[src/rtl/button_pkg.sv]
// Shared definitions for the button press generator: FSM state encodings
// and small elaboration-time width helpers.
package button_pkg;

    typedef enum logic [1:0] {
        ST_IDLE  = 2'b00,
        ST_PRESS = 2'b01,
        ST_GAP   = 2'b10
    } state_t;

    // Bits needed to hold values 0..v-1 (never less than 1).
    function automatic int clog2w(input int v);
        int r;
        r = 0;
        for (int i = 0; i < 31; i++) begin
            if ((1 << i) < v) begin
                r = i + 1;
            end
        end
        return (r == 0) ? 1 : r;
    endfunction

    function automatic int max2(input int a, input int b);
        return (a > b) ? a : b;
    endfunction

    function automatic int min2(input int a, input int b);
        return (a < b) ? a : b;
    endfunction

endpackage

[src/rtl/button_gen_timer.sv]
// Loadable down-counter shared by the PRESS and GAP phases.
// A load wins over enable; the count holds once it reaches zero.
module button_gen_timer #(
    parameter int W = 4
) (
    input  logic         clk,
    input  logic         reset,
    input  logic         load,
    input  logic [W-1:0] load_val,
    input  logic         en,
    output logic [W-1:0] count,
    output logic         zero
);

    logic [W-1:0] count_q;
    logic [W-1:0] count_d;

    // Next count: load, decrement while enabled and non-zero, else hold.
    always_comb begin
        count_d = count_q;
        if (load) begin
            count_d = load_val;
        end else if (en && (count_q != '0)) begin
            count_d = count_q - 1'b1;
        end
    end

    // Counter register, cleared asynchronously.
    always_ff @(posedge clk or posedge reset) begin
        if (reset) begin
            count_q <= '0;
        end else begin
            count_q <= count_d;
        end
    end

    assign count = count_q;
    assign zero  = (count_q == '0);

endmodule

[src/rtl/button_press_gen.sv]
// Button press generator: turns one-cycle press requests into timed
// press (high) / gap (low) waveforms, queuing requests that arrive while
// a waveform is in progress.
// Optional macro BUTTON_PRESS_GEN_BOUNCE_EN: emulate contact bounce
// (1,0,1,0,...) at the start of each press.
module button_press_gen
    import button_pkg::*;
#(
    parameter int PRESS_CYCLES  = 1000000,
    parameter int GAP_CYCLES    = 1000000,
    parameter int MAX_PENDING   = 4,
    parameter int BOUNCE_CYCLES = 8
) (
    input  logic                               clk,
    input  logic                               reset,
    input  logic                               req,
    output logic                               button_out,
    output logic                               busy,
    output logic                               done,
    output logic [$clog2(MAX_PENDING+1)-1:0]   pending,
    output logic                               overflow
);

    localparam int TW = clog2w(max2(PRESS_CYCLES, GAP_CYCLES) + 1);
    localparam int PW = $clog2(MAX_PENDING + 1);

    localparam logic [TW-1:0] PRESS_LOAD = TW'(PRESS_CYCLES - 1);
    localparam logic [TW-1:0] GAP_LOAD   = TW'(GAP_CYCLES - 1);
    localparam logic [PW-1:0] MAX_PEND_W = PW'(MAX_PENDING);

    state_t        state_q, state_d;
    logic          button_out_q, button_out_d;
    logic [PW-1:0] pending_q, pending_d;
    logic          overflow_q, overflow_d;

    logic          tmr_load;
    logic [TW-1:0] tmr_load_val;
    logic          tmr_en;
    logic [TW-1:0] tmr_count;
    logic          tmr_zero;
    logic          consume;
    logic          enqueue;

    button_gen_timer #(
        .W (TW)
    ) u_timer (
        .clk      (clk),
        .reset    (reset),
        .load     (tmr_load),
        .load_val (tmr_load_val),
        .en       (tmr_en),
        .count    (tmr_count),
        .zero     (tmr_zero)
    );

    // FSM next state and timer control; a press started from GAP consumes
    // one queued request (or the coincident req).
    always_comb begin
        state_d      = state_q;
        tmr_load     = 1'b0;
        tmr_load_val = '0;
        tmr_en       = 1'b0;
        consume      = 1'b0;
        case (state_q)
            ST_IDLE: begin
                if (req) begin
                    state_d      = ST_PRESS;
                    tmr_load     = 1'b1;
                    tmr_load_val = PRESS_LOAD;
                end
            end
            ST_PRESS: begin
                tmr_en = 1'b1;
                if (tmr_zero) begin
                    state_d      = ST_GAP;
                    tmr_load     = 1'b1;
                    tmr_load_val = GAP_LOAD;
                end
            end
            ST_GAP: begin
                tmr_en = 1'b1;
                if (tmr_zero) begin
                    if ((pending_q != '0) || req) begin
                        state_d      = ST_PRESS;
                        tmr_load     = 1'b1;
                        tmr_load_val = PRESS_LOAD;
                        consume      = 1'b1;
                    end else begin
                        state_d = ST_IDLE;
                    end
                end
            end
            default: begin
                state_d = ST_IDLE;
            end
        endcase
    end

    // Queue counter: enqueue on any req outside IDLE; simultaneous enqueue
    // and consume cancel; a full queue drops the request and flags overflow.
    always_comb begin
        enqueue    = req && (state_q != ST_IDLE);
        pending_d  = pending_q;
        overflow_d = overflow_q;
        if (enqueue && !consume) begin
            if (pending_q == MAX_PEND_W) begin
                overflow_d = 1'b1;
            end else begin
                pending_d = pending_q + 1'b1;
            end
        end else if (!enqueue && consume) begin
            pending_d = pending_q - 1'b1;
        end
    end

`ifdef BUTTON_PRESS_GEN_BOUNCE_EN
    localparam int          BOUNCE_LEN = min2(BOUNCE_CYCLES, PRESS_CYCLES - 1);
    localparam logic [TW:0] PRESS_W    = (TW + 1)'(PRESS_CYCLES);
    localparam logic [TW:0] BOUNCE_W   = (TW + 1)'(BOUNCE_LEN);

    logic [TW:0] press_idx;

    // Button level for the next cycle: index into the press derived from the
    // timer; even indices high, odd low, until the bounce window ends.
    always_comb begin
        press_idx    = PRESS_W - {1'b0, tmr_count};
        button_out_d = 1'b0;
        if (state_d == ST_PRESS) begin
            if (state_q != ST_PRESS) begin
                button_out_d = 1'b1;
            end else if (press_idx < BOUNCE_W) begin
                button_out_d = ~press_idx[0];
            end else begin
                button_out_d = 1'b1;
            end
        end
    end
`else
    // Button level for the next cycle: high throughout PRESS.
    always_comb begin
        button_out_d = (state_d == ST_PRESS);
    end
`endif

    // State, button and queue registers; reset aborts any waveform at once.
    always_ff @(posedge clk or posedge reset) begin
        if (reset) begin
            state_q      <= ST_IDLE;
            button_out_q <= 1'b0;
            pending_q    <= '0;
            overflow_q   <= 1'b0;
        end else begin
            state_q      <= state_d;
            button_out_q <= button_out_d;
            pending_q    <= pending_d;
            overflow_q   <= overflow_d;
        end
    end

    assign button_out = button_out_q;
    assign pending    = pending_q;
    assign overflow   = overflow_q;
    assign busy       = (state_q != ST_IDLE) || (pending_q != '0);
    assign done       = (state_q == ST_GAP) && tmr_zero;

endmodule

[config.mk]
export PLATFORM = sky130hd
export DESIGN_NAME = button_press_gen
export DESIGN_NICKNAME = d
export VERILOG_FILES = /design/src/rtl/button_pkg.sv /design/src/rtl/button_gen_timer.sv /design/src/rtl/button_press_gen.sv
export SDC_FILE = /design/constraint.sdc
export NUM_CORES = 1
export LEC_CHECK = 0
export CORE_ASPECT_RATIO = 1.25
export CORE_MARGIN = 1
export CORE_UTILIZATION = 57
export CTS_CLUSTER_DIAMETER = 40
export DETAILED_ROUTE_END_ITERATION = 7
export PLACE_DENSITY = 0.8
export SLEW_MARGIN = 20
export SYNTH_ARGS = -nofsm -noshare
export SYNTH_HDL_FRONTEND = slang
export SYNTH_HIERARCHICAL = 1
export SYNTH_SLANG_ARGS = --single-unit
export TNS_END_PERCENT = 20
[constraint.sdc]
create_clock -name clk -period 7.7 [get_ports clk]
set_input_delay 1.155 -clock clk [delete_from_list [all_inputs] [get_ports clk]]
set_output_delay 1.155 -clock clk [all_outputs]
set_load 0.1 [all_outputs]
### Word-level counts from Yosys, hierarchy flattened

Index checks and enable logic that the tools add are counted.

* add/sub/neg operators: 3
* eq/ne operators: 5
* multiplexer cells: 22
* reduce and logical (&&, ||, !) cells: 19

Operators by type and width (count)
* two-way mux 20 bit: 6
* case mux 20 bit (3 select lines): 1
* zero test 20 bit: 1
* nonzero test 20 bit: 1
* subtractor 20 x 1 -> 20 bit (second input constant): 1
* two-way mux 3 bit: 3
* two-way mux 1 bit: 7
* two-way mux 2 bit: 3
* case mux 2 bit (3 select lines): 1
* nonzero test 2 bit: 3
* logical AND 1 bit: 5
* equality test 2 x 1 -> 1 bit (second input constant): 2
* AND reduction 2 bit: 2
* adder 3 x 1 -> 3 bit (second input constant): 1
* equality test 3 bit (second input constant): 1
* case mux 1 bit (3 select lines): 1
* nonzero test 3 bit: 1
* subtractor 3 x 1 -> 3 bit (second input constant): 1
* equality test 2 bit (second input constant): 1
* zero test 1 bit: 2
* zero test 2 bit: 1
* logical OR 1 bit: 2
* != test 2 bit (second input constant): 1
* OR reduction 2 bit: 1

* register bits: 27
* input port bits: 3
* output and inout bits: 7
* word-level logic and storage cells: 54

### Logic depth before layout (Yosys ltp)

Gate-level depths: netlist of the first run.

* depth after elaboration: 9
* depth in mapped cells: 12
* mapped depth without buffers: 11

### Modules after synthesis

Netlist of the first run, hierarchy kept.

By module, submodules not included
* button_gen_timer: times used 1, cells an instance 138, area an instance 1263.7 um^2, seq. area each 500.5 um^2
* button_press_gen: times used 1, cells an instance 46, area an instance 479.2 um^2, seq. area each 175.2 um^2

### Least setup slack after synthesis of the first run

Ideal clock, no wire load.

* path type: register -> output
* start point: register u_timer.count_q[0] (netlist: u_timer/count[0])
* end point: output done
* data arrival time: 2.555 ns
* required time: 6.545 ns
* path slack: 3.990 ns
* cell stages (with the launch flop): 9
* buffers on the path: 1
* cells stage by stage: dfrtp_1 -> inv_1 -> ha_1 -> or4b_4 -> or3_1 -> buf_6 -> nor2_1 -> nand2_2 -> inv_1

* word-level cells in the longest chain between the ends: 2

Ends and longest elaborated chain
* start, declared: line button_gen_timer.sv:15 `logic [W-1:0] count_q;`
* start signal, assigned: line button_gen_timer.sv:33 `count_q <= count_d;`
* zero test 20 bit: line button_gen_timer.sv:38 `assign zero = (count_q == '0);`
* net tmr_zero: line button_press_gen.sv:40 `logic tmr_zero;`
* logical AND 1 bit: line button_press_gen.sv:164 `assign done = (state_q == ST_GAP) && tmr_zero;`
* end, declared: line button_press_gen.sv:19 `output logic done,`

The timed path passes the listed nets, and every way through them passes these cells.

### Final worst setup path of the first run

Ends and elaborated chain as after synthesis.

==> impl_metrics.json, run 1 <==
{
  "n_antenna_cell": 0,
  "root_buffer": "clkbuf_4",
  "antenna_left": 0,
  "cts_tree": "yes",
  "hold_viol_final": 0,
  "path_clk_slew_ns": 0.15,
  "cts_max_path_buffers": 2,
  "synth_seq_cells": 27,
  "grt_start_max_net_pins": 52,
  "die-area_sq_mm": 0.00328,
  "outcome": "finished clean",
  "clock.fmax_ghz": 0.205,
  "avgViaCountPerCell": 5.89,
  "place_congestion": 0.830,
  "syn_area_sq_mm": 0.00174,
  "cts_resized": 0,
  "synth_top_family_by_area": "simple AND/OR/NAND/NOR gates",
  "clock_skew_ns": 0.00592,
  "p_per_area_mw_per_mm2": 197,
  "post_cts_buffers": 0,
  "holdCritPathClass": "reg -> reg",
  "crit_path_frequent_cell": "inv_1",
  "synthCells": 184,
  "overflow": 0,
  "syn_avg_cell_area_sq_um": 9.47,
  "numCtsBuffers": 3,
  "synthArstFlopShare_pct": 100,
  "ioPinCount": 10,
  "relSlewSlack_pct": 35.3,
  "synth.distinct_cells": 50,
  "grt_pass1_wl_mm": 6.18,
  "setup_ws_ns": 2.81,
  "holdWs_ns": 0.503,
  "track_usage_pct": 24.9,
  "rsz0062_at_grt": "no",
  "cp.arrival_ns": 3.73,
  "post_drt_wl_per_cell_um": 15.2,
  "timing.final.crit_period_ns": 4.89,
  "clkLatencyLatePin_ns": 0.34,
  "critPathMaxStageDelay_ns": 1.12,
  "synth_edf_count": 0,
  "areaGrowthSynthToFinish_pct": 9.69,
  "top_layer": "met4",
  "synthMuxAreaShare_pct": 3.88,
  "cap_violations": 0,
  "num_vias": 1385,
  "dp_slack_ns": 3.21,
  "path_max_fanout": 8,
  "ctsHtreeMaxLevel": 1,
  "cp_slowest_cell": "clkdlybuf4s50_1",
  "first_pass_iters": 4,
  "yosysWarnings": 6,
  "fillCellCount": 245,
  "crit_buf_inv": 3,
  "cp_top_family": "simple AND/OR/NAND/NOR gates",
  "hold_buffers": 0,
  "met1_length_mm": 1.54,
  "endpoint_kind": "output port",
  "p_total_mw": 0.377,
  "worst_slew_pin_slew_ns": 0.968,
  "crit_required_ns": 6.55,
  "p_leak_nw": 0.651,
  "seqCellArea_sq_um": 676,
  "final_util_pct": 65.5,
  "layout_common_cells": "dfrtp_1, nand2_1, o21ai_0",
  "path_cells": "inv_1 -> ha_1 -> or4b_4 -> or3_1 -> nor2_1 -> nand2_2 -> inv_1 -> clkdlybuf4s50_1",
  "synth_xor_area_share_pct": 10.1,
  "portBuffers": 9,
  "die_h_um": 63.8,
  "layout_commonest_cell": "dfrtp_1",
  "drc": 0,
  "start_kind": "flip-flop",
  "finalCritPeriodShare_pct": 63.5,
  "worstSetupPathType": "reg -> out",
  "place_hpwl_mm": 2.67,
  "drv_slew": 0,
  "met2_wirelength_mm": 1.86,
  "ys_seq_area_share_pct": 38.8,
  "cts_sinks": 27,
  "vdd_drop_max_v": 0.000270,
  "synth_compound_area_share_pct": 15.2,
  "antenna_found_initial": 0,
  "wl_met3_um": 113,
  "drive_gt1_share_pct": 10.1,
  "synthAdderAreaFrac_pct": 5.46,
  "setup_viol": 0,
  "multi_input_area_sq_mm": 0.00102,
  "start_util_pct": 59.7,
  "coreArea_sq_mm": 0.00292,
  "drt-initial-drc-count": 62,
  "row_count": 22,
  "nNetsFinal": 210,
  "die_w_um": 51.5,
  "setup-tns-final_ns": 0,
  "drt_wl_total_mm": 3.56,
  "grt_pass1_vias": 1446,
  "synth_top_flop_cell": "dfrtp_1",
  "synth_simple_gate_area_share_pct": 21.8
}
==> kinds of logic after synthesis <==
family / count (synthesis)
other cells: 1
compound gates: 42
flops: 27
xor+xnor: 20
fa+ha+maj: 7
buf+inv: 19
mux: 5
simple gates: 63
==> through the flow <==
| stage | std cells | instance area [sq um] |
|---|---|---|
| 2_1_floorplan | 191 | 1770 |
| 4_1_cts | 235 | 1910 |
| 3_5_place_dp | 231 | 1880 |
| 5_1_grt | 235 | 1910 |
| 6_report | 235 | 1910 |
| 3_3_place_gp | 231 | 1880 |
==> worst reg2reg max path: stages (launching register included) <==
cell and delay [ns]:
dfrtp_1 0.42, inv_1 0.12, ha_1 0.15, or4b_4 0.49
or3_1 0.47, nor2_1 0.36, nand3_1 0.19, a21oi_2 0.15
buf_4 0.39, mux2_2 0.39
==> cell type report <==
type | count | share of cell area, %
tap | 36 | 2.36
timing repair buffer | 10 | 5.10
sequential | 27 | 35.3
clock buffer | 3 | 1.18
multi-input combinational | 145 | 53.2
inverter | 13 | 2.55
clock inverter | 1 | 0.262
==> cell usage after synthesis (all sizes together), types with 5 or more instances <==
cell / instances / area, sq um
ha: 6 / 75.1
nor4: 6 / 52.6
dfrtp: 27 / 676
nand2: 19 / 73.8
o211ai: 5 / 42.5
a21oi: 7 / 35.0
o21ai: 19 / 98.8
nor2: 11 / 48.8
xor2: 5 / 43.8
inv: 13 / 48.8
xnor2: 15 / 131
==> routing by layer <==
layer | track usage (%) | up-vias
met5 | 0 | -
met4 | 11.1 | 0
met3 | 2.38 | 6
met2 | 45.6 | 39
met1 | 28.0 | 660
li1 | - | 680
==> where the power goes <==
| group | total, mW | switching (mW) | internal (mW) |
|---|---|---|---|
| registers | 0.170 | 0.0171 | 0.153 |
| logic | 0.144 | 0.103 | 0.0406 |
| clock network | 0.0637 | 0.0442 | 0.0196 |
| total | 0.377 | 0.164 | 0.213 |
==> registers in the layout, indices dropped and copies added, names as in the netlist <==
signal / cells
pending: 3
overflow: 1
u_timer/count: 20
button_out: 1
state_q: 2
==> path summary, 6_finish.rpt <==
kind / startpoint / endpoint / cells after the start / slack (ns)
worst max-delay path: u_timer/count[0] / done / 8 / 2.81
worst min-delay path: overflow / overflow / 1 / 0.50
worst max register to register: u_timer/count[0] / u_timer/count[3] / 9 / 4.47
worst min register to register: overflow / overflow / 1 / 0.50
max in group asynchronous: reset / u_timer/count[2] / 2 / 5.94
min in group asynchronous: reset / state_q[0] / 2 / 1.07
Power figures use the tool's default switching activity.
==> run 2, diff against run 1 <==
==> constraint.sdc (replaced) <==
create_clock -name clk -period 4.7 [get_ports clk]
set_input_delay 0.705 -clock clk [delete_from_list [all_inputs] [get_ports clk]]
set_output_delay 0.705 -clock clk [all_outputs]
set_load 0.1 [all_outputs]
==> run 2 against run 1 <==
Net effect:
- via count is 2.5% lower
- sequential share of layout area is 0.069 points lower
- die area is the same
- cell count is 0.43% higher
- global-route usage shrank 0.65 points
- first-iteration DRC count is 40% lower
==> impl_metrics.json, run 2 (same netlist as run 1, synthesis figures left out) <==
{
  "drt_wl_total_mm": 3.47,
  "dp_slack_ns": 1.11,
  "cap_violations": 0,
  "outcome": "finished clean",
  "path_clk_slew_ns": 0.14,
  "post_cts_buffers": 0,
  "use_met3_pct": 2.38,
  "holdCritStartpoint": "overflow",
  "cts_resized": 0,
  "start_kind": "flip-flop",
  "cts_max_path_buffers": 2,
  "antenna_found_initial": 0,
  "timing.rr.start": "u_timer/count[0]",
  "p_total_mw": 0.612,
  "r2r-end": "u_timer/count[1]",
  "largest_reg_flops": 20,
  "worst_r2r_path_depth": 10,
  "endpoint_kind": "flip-flop",
  "hold_depth": 1,
  "clock.fmax_ghz": 0.272,
  "worstSetupPathType": "reg -> reg",
  "row_count": 22,
  "holdCritPathClass": "reg -> reg",
  "vdd_drop_max_v": 0.000250,
  "avgViaCountPerCell": 5.72,
  "coreArea_sq_mm": 0.00292,
  "hold_buffers": 0,
  "areaGrowthSynthToFinish_pct": 9.91,
  "p_leak_nw": 0.656,
  "num_vias": 1351,
  "start_util_pct": 59.7,
  "grt_start_max_net_pins": 27,
  "drive_gt1_share_pct": 10.5,
  "n_antenna_cell": 0,
  "drv_slew": 0,
  "grt_pass1_vias": 1425,
  "die_w_um": 51.5,
  "place_hpwl_mm": 2.63,
  "timing.final.crit_period_ns": 3.67,
  "cp_slowest_cell": "a21oi_2",
  "drt-initial-drc-count": 37,
  "cts_sinks": 27,
  "setup_ws_ns": 1.03,
  "layout_commonest_cell": "dfrtp_1",
  "finalCritPeriodShare_pct": 78.1,
  "worst_slew_pin_slew_ns": 0.985,
  "hold_viol_final": 0,
  "setup-tns-final_ns": 0,
  "portBuffers": 9,
  "first_pass_iters": 4,
  "rsz0062_at_grt": "no",
  "overflow": 0,
  "cts_tree": "yes",
  "met1_usage_pct": 28.9,
  "path_cells": "inv_1 -> ha_1 -> or4b_4 -> or3_1 -> nor2_1 -> nand3_1 -> a21oi_2 -> buf_4 -> nand2_1 -> o311ai_0",
  "reg2reg_setup_slack_ns": 1.03,
  "cp.arrival_ns": 3.88,
  "crit_required_ns": 4.91,
  "die_h_um": 63.8,
  "post_drt_wl_per_cell_um": 14.7,
  "fillCellCount": 229,
  "setup_viol": 0,
  "met2_usage_pct": 43.3,
  "antenna_left": 0,
  "numCtsBuffers": 3,
  "track_usage_pct": 24.2,
  "p_per_area_mw_per_mm2": 320,
  "crit_start": "u_timer/count[0]",
  "place_congestion": 0.826,
  "grt_pass1_wl_mm": 6.13,
  "relSlewSlack_pct": 34.2,
  "root_buffer": "clkbuf_4",
  "ctsHtreeMaxLevel": 1,
  "grt-busiest-layer": "met2",
  "path_max_fanout": 26,
  "min_to": "overflow",
  "nNetsFinal": 211,
  "ioPinCount": 10,
  "clock_skew_ns": 0.00899,
  "critPathMaxStageDelay_ns": 0.79,
  "drc": 0,
  "layout_common_cells": "dfrtp_1, nand2_1, o21ai_0",
  "die-area_sq_mm": 0.00328,
  "clkLatencyLatePin_ns": 0.33
}
-- run 2: worst max path at each step --
stage / end / cells after the start / slack (ns)
6_report: u_timer/count[1] / 10 / 1.03
5_1_grt: u_timer/count[1] / 10 / 0.69
4_1_cts: u_timer/count[1] / 10 / 1.07
3_5_place_dp: u_timer/count[1] / 10 / 1.11
3_3_place_gp: u_timer/count[1] / 10 / 1.26
2_1_floorplan: u_timer/count[15] / 11 / 1.32
-- run 2: metal layers --
metal / vias to the layer above / routed length [um]
li1: 677 / -
met1: 639 / 1520
met2: 29 / 1800
met3: 6 / 98
met4: 0 / 50
met5: - / 0
-- run 2: metrics by stage --
stage          hold WS, ns  std cells  cell area (sq um)  utilization [%]
6_report             0.503        236               1920             65.7
3_5_place_dp         0.464        232               1890             64.8
2_1_floorplan        0.508        191               1770                -
5_1_grt              0.542        236               1920             65.7
4_1_cts              0.504        236               1920             65.7
3_3_place_gp         0.456        232               1890             64.8
-- run 2: worst max-delay path: cells and delay by family (launching register included) --
family	cells	cell delay, ns
AOI/OAI and AO/OA	2	0.91
adders and majority gates	1	0.15
buffers and inverters	2	0.49
and+or+nand+nor	5	1.58
DFF	1	0.42
-- run 2: power by group --
part           internal [mW]  switching, mW  leakage [nW]
Combinational         0.0663          0.168         0.367
Clock                 0.0333         0.0664        0.0150
Sequential             0.250         0.0289         0.273
Total                  0.350          0.263         0.656
-- run 2: cell type report --
cell class	count	area (sq um)	area share, %
sequential	27	676	35.3
multi-input combinational	145	1020	53.1
inverter	13	48.8	2.55
tap	36	45.0	2.35
timing repair buffer	11	103	5.36
clock buffer	4	26.3	1.37
==> run 3, diff against run 2 <==
--- a/config.mk
+++ b/config.mk
@@ -7,10 +7,10 @@
 export LEC_CHECK = 0
 export CORE_ASPECT_RATIO = 1.25
 export CORE_MARGIN = 1
-export CORE_UTILIZATION = 57
+export CORE_UTILIZATION = 53
 export CTS_CLUSTER_DIAMETER = 40
 export DETAILED_ROUTE_END_ITERATION = 7
-export PLACE_DENSITY = 0.8
+export PLACE_DENSITY = 0.78
 export SLEW_MARGIN = 20
 export SYNTH_ARGS = -nofsm -noshare
 export SYNTH_HDL_FRONTEND = slang
==> constraint.sdc (replaced) <==
create_clock -name clk -period 3.02 [get_ports clk]
set_input_delay 0.453 -clock clk [delete_from_list [all_inputs] [get_ports clk]]
set_output_delay 0.453 -clock clk [all_outputs]
set_load 0.1 [all_outputs]
==> run 3 against run 2 <==
Net effect:
- clock-buffer cell count is the same
- sequential share of layout area fell by 1.4 points
- critical path type is now reg -> out
- non-clock buffer count up 7
- worst hold slack got worse by 0.13 ns
- largest cell class unchanged
==> impl_metrics.json, run 3 (same netlist as run 1, synthesis figures left out) <==
{
  "clock_skew_ns": 0.00150,
  "numCtsBuffers": 3,
  "rsz0062_at_grt": "no",
  "cp.arrival_ns": 2.45,
  "first_pass_iters": 4,
  "fillCellCount": 261,
  "path_max_fanout": 5,
  "die_w_um": 53.3,
  "path_clk_slew_ns": 0.14,
  "root_buffer": "clkbuf_4",
  "die-area_sq_mm": 0.00352,
  "start_kind": "flip-flop",
  "cts_max_path_buffers": 2,
  "setup-tns-final_ns": 0,
  "drive_gt1_share_pct": 16.9,
  "num_vias": 1379,
  "finalCritPeriodShare_pct": 96.0,
  "holdCritPathClass": "in -> async",
  "antenna_left": 0,
  "worstSetupPathType": "reg -> out",
  "place_congestion": 0.896,
  "start_util_pct": 57.6,
  "worst_r2r_path_depth": 10,
  "drv_slew": 0,
  "cp_slowest_cell": "or4b_4",
  "cts_tree": "yes",
  "grt_pass1_wl_mm": 5.59,
  "p_per_area_mw_per_mm2": 469,
  "drt_wl_total_mm": 3.38,
  "layout_common_cells": "dfrtp_1, nand2_1, o21ai_0",
  "cap_violations": 0,
  "n_antenna_cell": 0,
  "grt_pass1_vias": 1323,
  "cts_sinks": 27,
  "place_hpwl_mm": 2.46,
  "die_h_um": 66.1,
  "row_count": 22,
  "ioPinCount": 10,
  "track_usage_pct": 21.3,
  "vdd_drop_max_v": 0.000615,
  "overflow": 0,
  "ctsHtreeMaxLevel": 1,
  "avgViaCountPerCell": 5.67,
  "r2r-end": "u_timer/count[3]",
  "timing.rr.start": "u_timer/count[0]",
  "largest_reg_flops": 20,
  "worst_slew_pin_slew_ns": 0.766,
  "place_area_sq_mm": 0.00194,
  "nNetsFinal": 218,
  "crit_path_frequent_cell": "inv_1",
  "final_util_pct": 65.8,
  "multi_input_area_sq_mm": 0.00103,
  "p_leak_nw": 0.698,
  "post_drt_wl_per_cell_um": 13.9,
  "portBuffers": 9,
  "path_cells": "inv_1 -> ha_1 -> or4b_4 -> or3_1 -> nor2_4 -> nand2_2 -> inv_1 -> buf_12",
  "drt-initial-drc-count": 82,
  "setup_viol": 0,
  "reg2reg_setup_slack_ns": 0.19,
  "crit_buf_inv": 3,
  "hold_viol_final": 0,
  "crit_end": "done",
  "crit_start": "u_timer/count[0]",
  "drc": 0,
  "critPathMaxStageDelay_ns": 0.49,
  "coreArea_sq_mm": 0.00303,
  "timing.final.crit_period_ns": 2.90,
  "relSlewSlack_pct": 48.9,
  "hold_buffers": 0,
  "fin_area_sq_mm": 0.00199,
  "clkLatencyLatePin_ns": 0.32,
  "outcome": "finished clean",
  "grt_start_max_net_pins": 52,
  "layout_commonest_cell": "dfrtp_1",
  "crit_required_ns": 2.57,
  "endpoint_kind": "output port",
  "cp_top_family": "simple AND/OR/NAND/NOR gates",
  "areaGrowthSynthToFinish_pct": 14.4,
  "holdWs_ns": 0.377,
  "clock.fmax_ghz": 0.345,
  "seqCellArea_sq_um": 676,
  "cp_num_cells": 8,
  "antenna_found_initial": 0
}
-- run 3: power breakdown --
group | internal (mW) | total (mW) | switching [mW] | leakage (nW)
clock network | 0.0517 | 0.156 | 0.104 | 0.0150
logic | 0.0924 | 0.351 | 0.259 | 0.410
registers | 0.389 | 0.428 | 0.0390 | 0.273
total | 0.533 | 0.936 | 0.402 | 0.698
-- run 3: per-layer routing --
layer	GRT usage [%]	vias to the layer above	part of all wire, %
li1	-	692	-
met1	25.0	646	43
met2	37.8	35	51
met3	2.76	6	4.1
met4	8.22	0	1.2
met5	0	-	0
-- run 3: final cells by class --
| class | instances | share of cell area, % |
|---|---|---|
| tap | 36 | 2.26 |
| multi-input combinational | 145 | 51.8 |
| timing repair buffer | 18 | 8.29 |
| inverter | 13 | 2.45 |
| clock buffer | 4 | 1.32 |
| sequential | 27 | 33.9 |
-- run 3: worst min path at each step --
stage | slack [ns] | from | to | cells past startpoint
floorplan | 0.26 | reset | button_out | 1
global placement | 0.47 | overflow | overflow | 1
detailed placement | 0.46 | overflow | overflow | 1
CTS | 0.39 | reset | pending[2] | 2
global route | 0.42 | reset | pending[2] | 2
finish | 0.38 | reset | pending[2] | 2
-- run 3: what timing repair did --
| action | CTS | global route |
|---|---|---|
| setup endpoints to repair | 1 | 1 |
| buffers inserted | 0 | 2 |
| endpoints found under the hold margin | 0 | 0 |
| gates cloned | 0 | 0 |
| pin swaps | 0 | 1 |
| resized for setup | 1 | 1 |
-- run 3: stage by stage --
step	cells	power [mW]	setup slack (ns)
2_1_floorplan	191	0.718	-0.00695
3_3_place_gp	237	0.784	0.199
3_5_place_dp	237	0.791	0.0908
4_1_cts	241	0.945	0.0212
5_1_grt	243	0.984	0.0101
6_report	243	0.936	0.120
